$ cat src/rtl/vga_text_renderer_if.sv
// Bundles the renderer's pixel-side signals: timing-generator inputs, char RAM / font ROM ports, DAC outputs.
// master = surrounding system (timing generator, memories, board); slave = the renderer.
interface vga_text_renderer_if;
    logic        vga_hs;
    logic        vga_vs;
    logic        vga_blank;
    logic [11:0] CounterX;
    logic [11:0] CounterY;
    logic [11:0] char_addr;
    logic [7:0]  char_data;
    logic [11:0] font_addr;
    logic [7:0]  font_data;
    logic [6:0]  cursor_col;
    logic [4:0]  cursor_row;
    logic        out_hs;
    logic        out_vs;
    logic        out_blank;
    logic [3:0]  out_r;
    logic [3:0]  out_g;
    logic [3:0]  out_b;
    logic [7:0]  frame_cnt;

    modport master (
        output vga_hs, vga_vs, vga_blank, CounterX, CounterY,
        output char_data, font_data, cursor_col, cursor_row,
        input  char_addr, font_addr,
        input  out_hs, out_vs, out_blank, out_r, out_g, out_b, frame_cnt
    );

    modport slave (
        input  vga_hs, vga_vs, vga_blank, CounterX, CounterY,
        input  char_data, font_data, cursor_col, cursor_row,
        output char_addr, font_addr,
        output out_hs, out_vs, out_blank, out_r, out_g, out_b, frame_cnt
    );
endinterface

$ cat src/rtl/vga_text_renderer.sv
// Monochrome 8x16-cell text renderer between the VGA timing generator and the DAC pins.
// Latency: fixed 5 pixel clocks, sync/blank delayed to match; no backpressure (pixel-rate stream).
// Optional cursor blink when CURSOR_BLINK_EN is defined.
module vga_text_renderer #(
    parameter int          COLS   = 80,
    parameter int          ROWS   = 30,
    parameter logic [11:0] FG_RGB = 12'hFFF,
    parameter logic [11:0] BG_RGB = 12'h000
) (
    input logic           pixel_clk,
    input logic           reset,
    vga_text_renderer_if.slave vif
);
    localparam logic [11:0] TEXT_W = 12'(COLS * 8);
    localparam logic [11:0] TEXT_H = 12'(ROWS * 16);
    localparam logic [11:0] COLS12 = 12'(COLS);

    logic [11:0]      char_addr_q, char_addr_d;
    logic [11:0]      font_addr_q, font_addr_d;
    logic [4:0]       hs_sr_q, hs_sr_d;
    logic [4:0]       vs_sr_q, vs_sr_d;
    logic [4:0]       blank_sr_q, blank_sr_d;
    logic [3:0]       in_text_sr_q, in_text_sr_d;
    logic [1:0][3:0]  ylo_sr_q, ylo_sr_d;
    logic [3:0][2:0]  x3_sr_q, x3_sr_d;
    logic [11:0]      rgb_q, rgb_d;
    logic             vs_prev_q, vs_prev_d;
    logic [7:0]       frame_cnt_q, frame_cnt_d;
    logic             in_text;
    logic             pix_bit;

`ifdef CURSOR_BLINK_EN
    logic [8:0] col_q, col_d;
    logic [7:0] row_q, row_d;
    logic [2:0] cur_sr_q, cur_sr_d;
    logic       cur_match;
`else
    logic       unused_cursor;
    assign unused_cursor = ^{vif.cursor_col, vif.cursor_row};
`endif

    always_comb begin
        in_text      = (vif.CounterX < TEXT_W) && (vif.CounterY < TEXT_H);
        char_addr_d  = char_addr_q;
        if (in_text) begin
            char_addr_d = ({4'b0, vif.CounterY[11:4]} * COLS12) + {3'b0, vif.CounterX[11:3]};
        end
        in_text_sr_d = {in_text_sr_q[2:0], in_text};
        ylo_sr_d     = {ylo_sr_q[0], vif.CounterY[3:0]};
        x3_sr_d      = {x3_sr_q[2:0], vif.CounterX[2:0]};
        font_addr_d  = {vif.char_data, ylo_sr_q[1]};
        hs_sr_d      = {hs_sr_q[3:0], vif.vga_hs};
        vs_sr_d      = {vs_sr_q[3:0], vif.vga_vs};
        blank_sr_d   = {blank_sr_q[3:0], vif.vga_blank};

        // font_data bit7 is the leftmost pixel, so index with 7-x3 (= ~x3)
        pix_bit = vif.font_data[~x3_sr_q[3]];
`ifdef CURSOR_BLINK_EN
        col_d     = vif.CounterX[11:3];
        row_d     = vif.CounterY[11:4];
        cur_match = (int'(vif.cursor_col) < COLS) && (int'(vif.cursor_row) < ROWS) &&
                    (col_q == {2'b0, vif.cursor_col}) && (row_q == {3'b0, vif.cursor_row});
        cur_sr_d  = {cur_sr_q[1:0], cur_match};
        pix_bit   = pix_bit ^ (cur_sr_q[2] & frame_cnt_q[5]);
`endif

        rgb_d = 12'h000;
        if (blank_sr_q[3] && in_text_sr_q[3]) begin
            rgb_d = pix_bit ? FG_RGB : BG_RGB;
        end

        // frame_cnt counts falling edges of vsync (start of the pulse)
        vs_prev_d   = vif.vga_vs;
        frame_cnt_d = frame_cnt_q;
        if (vs_prev_q && !vif.vga_vs) begin
            frame_cnt_d = frame_cnt_q + 8'd1;
        end
    end

    always_ff @(posedge pixel_clk) begin
        if (reset) begin
            char_addr_q  <= '0;
            font_addr_q  <= '0;
            hs_sr_q      <= '1;
            vs_sr_q      <= '1;
            blank_sr_q   <= '0;
            in_text_sr_q <= '0;
            ylo_sr_q     <= '0;
            x3_sr_q      <= '0;
            rgb_q        <= '0;
            vs_prev_q    <= 1'b1;
            frame_cnt_q  <= '0;
        end else begin
            char_addr_q  <= char_addr_d;
            font_addr_q  <= font_addr_d;
            hs_sr_q      <= hs_sr_d;
            vs_sr_q      <= vs_sr_d;
            blank_sr_q   <= blank_sr_d;
            in_text_sr_q <= in_text_sr_d;
            ylo_sr_q     <= ylo_sr_d;
            x3_sr_q      <= x3_sr_d;
            rgb_q        <= rgb_d;
            vs_prev_q    <= vs_prev_d;
            frame_cnt_q  <= frame_cnt_d;
        end
    end

`ifdef CURSOR_BLINK_EN
    always_ff @(posedge pixel_clk) begin
        if (reset) begin
            col_q    <= '0;
            row_q    <= '0;
            cur_sr_q <= '0;
        end else begin
            col_q    <= col_d;
            row_q    <= row_d;
            cur_sr_q <= cur_sr_d;
        end
    end
`endif

    assign vif.char_addr = char_addr_q;
    assign vif.font_addr = font_addr_q;
    assign vif.out_hs    = hs_sr_q[4];
    assign vif.out_vs    = vs_sr_q[4];
    assign vif.out_blank = blank_sr_q[4];
    assign vif.out_r     = rgb_q[11:8];
    assign vif.out_g     = rgb_q[7:4];
    assign vif.out_b     = rgb_q[3:0];
    assign vif.frame_cnt = frame_cnt_q;
endmodule

$ cat src/flat_wrapper.sv
// flat-port wrapper written by rule: the top's interface ports become plain ports
module vga_text_renderer_flat 
#(
    parameter int          COLS   = 80,
    parameter int          ROWS   = 30,
    parameter logic [11:0] FG_RGB = 12'hFFF,
    parameter logic [11:0] BG_RGB = 12'h000
)
  (pixel_clk, reset, vif_vga_hs, vif_vga_vs, vif_vga_blank, vif_CounterX, vif_CounterY, vif_char_data, vif_font_data, vif_cursor_col, vif_cursor_row, vif_char_addr, vif_font_addr, vif_out_hs, vif_out_vs, vif_out_blank, vif_out_r, vif_out_g, vif_out_b, vif_frame_cnt);
  vga_text_renderer_if vif_i ();
  input logic pixel_clk;
  input logic reset;
  input wire logic [$bits(vif_i.vga_hs)-1:0] vif_vga_hs;
  input wire logic [$bits(vif_i.vga_vs)-1:0] vif_vga_vs;
  input wire logic [$bits(vif_i.vga_blank)-1:0] vif_vga_blank;
  input wire logic [$bits(vif_i.CounterX)-1:0] vif_CounterX;
  input wire logic [$bits(vif_i.CounterY)-1:0] vif_CounterY;
  input wire logic [$bits(vif_i.char_data)-1:0] vif_char_data;
  input wire logic [$bits(vif_i.font_data)-1:0] vif_font_data;
  input wire logic [$bits(vif_i.cursor_col)-1:0] vif_cursor_col;
  input wire logic [$bits(vif_i.cursor_row)-1:0] vif_cursor_row;
  output wire logic [$bits(vif_i.char_addr)-1:0] vif_char_addr;
  output wire logic [$bits(vif_i.font_addr)-1:0] vif_font_addr;
  output wire logic [$bits(vif_i.out_hs)-1:0] vif_out_hs;
  output wire logic [$bits(vif_i.out_vs)-1:0] vif_out_vs;
  output wire logic [$bits(vif_i.out_blank)-1:0] vif_out_blank;
  output wire logic [$bits(vif_i.out_r)-1:0] vif_out_r;
  output wire logic [$bits(vif_i.out_g)-1:0] vif_out_g;
  output wire logic [$bits(vif_i.out_b)-1:0] vif_out_b;
  output wire logic [$bits(vif_i.frame_cnt)-1:0] vif_frame_cnt;
  assign vif_i.vga_hs = vif_vga_hs;
  assign vif_i.vga_vs = vif_vga_vs;
  assign vif_i.vga_blank = vif_vga_blank;
  assign vif_i.CounterX = vif_CounterX;
  assign vif_i.CounterY = vif_CounterY;
  assign vif_i.char_data = vif_char_data;
  assign vif_i.font_data = vif_font_data;
  assign vif_i.cursor_col = vif_cursor_col;
  assign vif_i.cursor_row = vif_cursor_row;
  assign vif_char_addr = vif_i.char_addr;
  assign vif_font_addr = vif_i.font_addr;
  assign vif_out_hs = vif_i.out_hs;
  assign vif_out_vs = vif_i.out_vs;
  assign vif_out_blank = vif_i.out_blank;
  assign vif_out_r = vif_i.out_r;
  assign vif_out_g = vif_i.out_g;
  assign vif_out_b = vif_i.out_b;
  assign vif_frame_cnt = vif_i.frame_cnt;
  vga_text_renderer #(.COLS(COLS), .ROWS(ROWS), .FG_RGB(FG_RGB), .BG_RGB(BG_RGB)) u_core (.pixel_clk(pixel_clk), .reset(reset), .vif(vif_i));
endmodule
$ cat config.mk
export PLATFORM = sky130hd
export DESIGN_NAME = vga_text_renderer_flat
export DESIGN_NICKNAME = d
export VERILOG_FILES = /design/src/rtl/vga_text_renderer_if.sv /design/src/rtl/vga_text_renderer.sv /design/src/flat_wrapper.sv
export SDC_FILE = /design/constraint.sdc
export NUM_CORES = 1
export LEC_CHECK = 0
export ABC_CLOCK_PERIOD_IN_PS = 2700
export CELL_PAD_IN_SITES_DETAIL_PLACEMENT = 1
export CELL_PAD_IN_SITES_GLOBAL_PLACEMENT = 1
export CORE_ASPECT_RATIO = 1.75
export CORE_UTILIZATION = 29
export DETAILED_ROUTE_END_ITERATION = 10
export GPL_TIMING_DRIVEN = 0
export PLACE_DENSITY = 0.81
export SLEW_MARGIN = 25
export SYNTH_ARGS = -nofsm -noshare
export SYNTH_HDL_FRONTEND = slang
export SYNTH_SLANG_ARGS = --single-unit
$ cat constraint.sdc
create_clock -name pixel_clk -period 2.7 [get_ports pixel_clk]
set_input_delay 0.54 -clock pixel_clk [delete_from_list [all_inputs] [get_ports pixel_clk]]
set_output_delay 0.54 -clock pixel_clk [all_outputs]
set_load 0.005 [all_outputs]
==> tab_implementation.tex <==
\begin{tabular}{lr}
\hline
Metric & Value \\
\hline
\multicolumn{2}{l}{\textbf{Clock network}} \\
\quad TritonCTS buffer count & 9 \\
\quad Clk buf depth & 2 \\
\quad Clock tree root driver cell & sky130\_fd\_sc\_hd\_\_clkbuf\_16 \\
\quad Total clock sinks & 72 \\
\quad Clock latency at the later pin of the worst-skew pair & 320 ps \\
\quad CTS tree & built \\
\quad Post-CTS setup buffers & 0 \\
\quad H-tree levels & 3 \\
\quad Clock Pin Slew Worst Setup and Hold Paths & 50 ps \\
\multicolumn{2}{l}{\textbf{Floorplan}} \\
\quad Die width & 75.7 um \\
\quad Die Ht & 131 um \\
\quad Starting utilization of the core area & 0.301 \\
\quad Die area & 0.00992 sq mm \\
\quad Row count & 46 \\
\quad Core ar. & 0.00915 sq mm \\
\quad Number of top-level pins & 104 \\
\multicolumn{2}{l}{\textbf{Placed design}} \\
\quad Area after detailed placement & 0.00381 sq mm \\
\quad Final HPWL from detailed placement & 5340 um \\
\quad PortBufs & 90 \\
\quad Routability Congestion & 0.799 \\
\quad Placed cell count & 473 \\
\multicolumn{2}{l}{\textbf{Timing}} \\
\quad Setup-failing EPs final & 0 \\
\quad Max Fclk & 0.381 GHz \\
\quad Max-slew headroom at the worst pin & 0.636 \\
\quad Total count of max-transition violations in the final report & 0 \\
\quad Part of the cycle the worst path needs & 0.973 \\
\quad Final hold violations & 0 \\
\quad Worst Hold Slack & 400 ps \\
\quad Actual transition at the worst max-transition pin & 546 ps \\
\quad Post-layout minimum cycle time & 2630 ps \\
\quad Final setup skew & 7.44 ps \\
\quad Final setup TNS & 0 ps \\
\multicolumn{2}{l}{\textbf{Global routing}} \\
\quad Pin count of the biggest net entering global routing & 13 \\
\quad All-Layer GR Usage & 0.151 \\
\quad Routing usage on met2 & 0.296 \\
\quad Vias in the first global route & 2,314 \\
\quad Grt met1 use & 0.131 \\
\quad Met3 Usage GRT & 0.0437 \\
\quad Most heavily used metal layer in global routing & met2 \\
\quad Antenna violations before repair & 0 \\
\quad First-pass GRT wire length & 10,900 um \\
\quad Overflow after GRT & 0 \\
\multicolumn{2}{l}{\textbf{Routing}} \\
\quad Drt first-iter violations & 45 \\
\quad Number of detailed-route iterations in the first pass & 3 \\
\quad Total wire length after detailed routing & 6820 um \\
\quad Vias per inst & 4.39 \\
\quad Remaining antenna violation count after routing & 0 \\
\quad Vias post-DR & 2,146 \\
\quad DRC violation count after routing & 0 \\
\quad DR WL/cell & 13.9 um \\
\multicolumn{2}{l}{\textbf{Setup path}} \\
\quad Worst Setup Path Type & in -> reg \\
\quad CP startpoint kind & input port \\
\quad Critical R2R Capture & u\_core.vif.frame\_cnt[7]\$\_SDFFE\_PP0P\_ \\
\quad Crit path capture type & flop \\
\quad Maximum fanout along the worst path & 4 \\
\quad Flop-to-flop setup slack & 1220 ps \\
\quad Arrival time worst endpoint & 2870 ps \\
\quad RR Startpoint & u\_core.vs\_sr\_q[0]\$\_SDFF\_PP1\_ \\
\quad Number of cells on the worst reg-to-reg path & 6 \\
\quad Critical path required time & 2940 ps \\
\multicolumn{2}{l}{\textbf{Synthesis}} \\
\quad Mean instance size in the synthesized netlist & 10.5 sq um \\
\quad FF+latch count, synth & 72 \\
\quad Cell types with the largest area share after synthesis & sky130\_fd\_sc\_hd\_\_dfxtp\_1 52\%, sky130\_fd\_sc\_hd\_\_nor2b\_1 9.8\%, sky130\_fd\_sc\_hd\_\_ha\_1 6.8\%, sky130\_fd\_sc\_hd\_\_buf\_4 3.0\%, sky130\_fd\_sc\_hd\_\_xor2\_1 2.5\% \\
\quad Most instantiated flip-flop cell in the synthesis netlist & sky130\_fd\_sc\_hd\_\_dfxtp\_1 \\
\quad Post-synth net total & 337 \\
\quad Count of warnings emitted by yosys & 0 \\
\quad Most area-hungry cell type in the Yosys netlist & sky130\_fd\_sc\_hd\_\_dfxtp\_1 \\
\quad Fraction of registers with async set or reset after synthesis & 0 \\
\quad Post-Synthesis Cells & 263 \\
\quad Share of the synthesized area in the top cell type & 0.523 \\
\quad Number of enable-type register cells in the synthesized netlist & 0 \\
\quad Most common cell in the netlist & sky130\_fd\_sc\_hd\_\_dfxtp\_1 \\
\quad Ranking of synthesized cells by instance count & 72 x sky130\_fd\_sc\_hd\_\_dfxtp\_1, 43 x sky130\_fd\_sc\_hd\_\_nor2b\_1, 17 x sky130\_fd\_sc\_hd\_\_nor2\_1 \\
\quad Number of distinct library cell variants in the gate-level netlist after synthesis & 33 \\
\quad Synth Cell Area & 0.00276 sq mm \\
\quad Proportion of synthesized chip area in sequential cells & 0.523 \\
\multicolumn{2}{l}{\textbf{Worst hold path}} \\
\quad Hold path startpoint & u\_core.vs\_sr\_q[3]\$\_SDFF\_PP1\_ \\
\quad End of the worst hold path & u\_core.vs\_sr\_q[4]\$\_SDFF\_PP1\_ \\
\quad Min-Delay Path Class & reg -> reg \\
\quad Cell count of the worst hold path & 1 \\
\multicolumn{2}{l}{\textbf{Run}} \\
\quad Max Cap Violations & 0 \\
\multicolumn{2}{l}{\textbf{Power and ir drop}} \\
\quad Power density over the cells & 635 mW/mm\^{}2 \\
\quad Cell leakage power & 1.62 nW \\
\quad Maximum ir drop on the vdd rail & 0.311 mV \\
\multicolumn{2}{l}{\textbf{Final layout}} \\
\quad Sequential cell area & 0.00144 sq mm \\
\quad Number of nets in the layout & 438 \\
\quad Ant. Diodes & 0 \\
\quad Final Instance Count excl. Fillers & 489 \\
\quad Post-route cell area & 0.00419 sq mm \\
\quad Multi-input combinational cell area & 0.00124 sq mm \\
\quad Core utilization of the finished layout & 0.458 \\
\quad Total of fill cells in the finished design & 973 \\
\quad Area growth, synth to finish & 51.9\% \\
\quad Layout cell share with drive strength beyond 1 & 0.114 \\
\multicolumn{2}{l}{\textbf{Outcome}} \\
\quad Status & finished clean \\
\hline
\end{tabular}
==> logic make-up (layout without fill, tap and decap cells) <==
logic type | count (synthesis) | in the layout | share of synthesized area
and+or+nand+nor | 100 | 100 | 0.201
buffers and inverters | 28 | 134 | 0.0535
DFF | 72 | 72 | 0.523
adders and majority gates | 17 | 17 | 0.0826
AOI/OAI and AO/OA | 27 | 27 | 0.0690
xor gates and xnor gates | 15 | 15 | 0.0476
muxes | 4 | 4 | 0.0240
==> layout by cell type, fill, tap and decap left out, types with 2 or more instances in the layout <==
cell type	instances
sky130_fd_sc_hd__a211oi_1	4
sky130_fd_sc_hd__a21o_1	2
sky130_fd_sc_hd__a21oi_1	12
sky130_fd_sc_hd__and3_1	3
sky130_fd_sc_hd__and4_1	2
sky130_fd_sc_hd__buf_4	11
sky130_fd_sc_hd__clkbuf_1	11
sky130_fd_sc_hd__clkbuf_16	9
sky130_fd_sc_hd__clkbuf_8	4
sky130_fd_sc_hd__clkdlybuf4s50_1	85
sky130_fd_sc_hd__dfxtp_1	72
sky130_fd_sc_hd__dlygate4sd2_1	3
sky130_fd_sc_hd__ha_1	10
sky130_fd_sc_hd__ha_4	4
sky130_fd_sc_hd__inv_1	5
sky130_fd_sc_hd__mux4_2	2
sky130_fd_sc_hd__nand2_1	14
sky130_fd_sc_hd__nand3_1	3
sky130_fd_sc_hd__nand4_1	4
sky130_fd_sc_hd__nor2_1	17
sky130_fd_sc_hd__nor2b_1	43
sky130_fd_sc_hd__nor3_1	2
sky130_fd_sc_hd__o21ai_1	2
sky130_fd_sc_hd__or2_1	11
sky130_fd_sc_hd__xnor2_1	7
sky130_fd_sc_hd__xor2_1	8
==> area by class of cell <==
cell class | count | share of cell area
flip-flops and latches | 72 | 0.344
clock buffers | 14 | 0.0678
inverters | 5 | 0.00448
repair buffers | 90 | 0.214
well taps | 120 | 0.0358
plain buffers | 23 | 0.0308
clock inverters | 2 | 0.00836
multi-input cells | 163 | 0.295
==> repair_timing <==
action	4_1_cts	5_1_grt
resized for setup	12	4
cloned	0	0
endpoints found under the setup margin	4	3
pin swaps	6	3
hold buffers	0	0
==> state kept, by name (all words and copies together) (netlist names), 3 cells and up <==
signal	flops
u_core.vif.char_addr	12
u_core.vif.font_addr	12
u_core.x3_sr_d	9
u_core.vif.frame_cnt	8
u_core.blank_sr_q	5
u_core.hs_sr_q	5
u_core.vs_sr_q	5
u_core.font_addr_d	4
u_core.in_text_sr_q	4
u_core.ylo_sr_d	4
u_core.x3_sr_q	3
==> routing by layer <==
| layer | vias to the layer above | routed length, um |
|---|---|---|
| met5 | - | 0 |
| met4 | 0 | 172 |
| met3 | 15 | 431 |
| met2 | 79 | 3900 |
| met1 | 1000 | 2320 |
| li1 | 1052 | - |
==> critical path, stage by stage <==
cell and delay (ps):
sky130_fd_sc_hd__dlygate4sd2_1 340, sky130_fd_sc_hd__ha_2 270, sky130_fd_sc_hd__ha_4 160, sky130_fd_sc_hd__fa_2 460, sky130_fd_sc_hd__ha_4 330, sky130_fd_sc_hd__a21oi_2 80
sky130_fd_sc_hd__a2111oi_4 360, sky130_fd_sc_hd__xnor2_1 130, sky130_fd_sc_hd__a211oi_2 210
==> power by group <==
part           internal, mW  leakage, nW  total, mW  switching (mW)
Sequential             1.10        0.589       1.11          0.0106
Combinational         0.185        0.877      0.336           0.152
Clock                 0.814        0.159       1.22           0.404
Total                  2.09         1.62       2.66           0.566
==> through the flow <==
stage / worst slack [ps] / power (mW)
after floorplan: 46.5 / 1.30
final: 73.3 / 2.66
after detailed placement: -744 / 1.44
after global routing: -11.7 / 2.78
after CTS: 5.33 / 2.69
after global placement: -716 / 1.42
==> worst max path at each step <==
stage	from	endpoint	slack, ps	cells after the start
final	vif_CounterY[6]	u_core.vif.char_addr[11]$_SDFFE_PP0P_	70	9
after floorplan	vif_CounterY[5]	u_core.vif.char_addr[11]$_SDFFE_PP0P_	50	8
after global routing	vif_CounterY[6]	u_core.vif.char_addr[11]$_SDFFE_PP0P_	-10	9
after global placement	vif_CounterY[5]	u_core.vif.char_addr[11]$_SDFFE_PP0P_	-720	9
after CTS	vif_CounterY[8]	u_core.vif.char_addr[11]$_SDFFE_PP0P_	5	8
after detailed placement	vif_CounterY[5]	u_core.vif.char_addr[11]$_SDFFE_PP0P_	-740	9
Power figures use the tool's default switching activity.
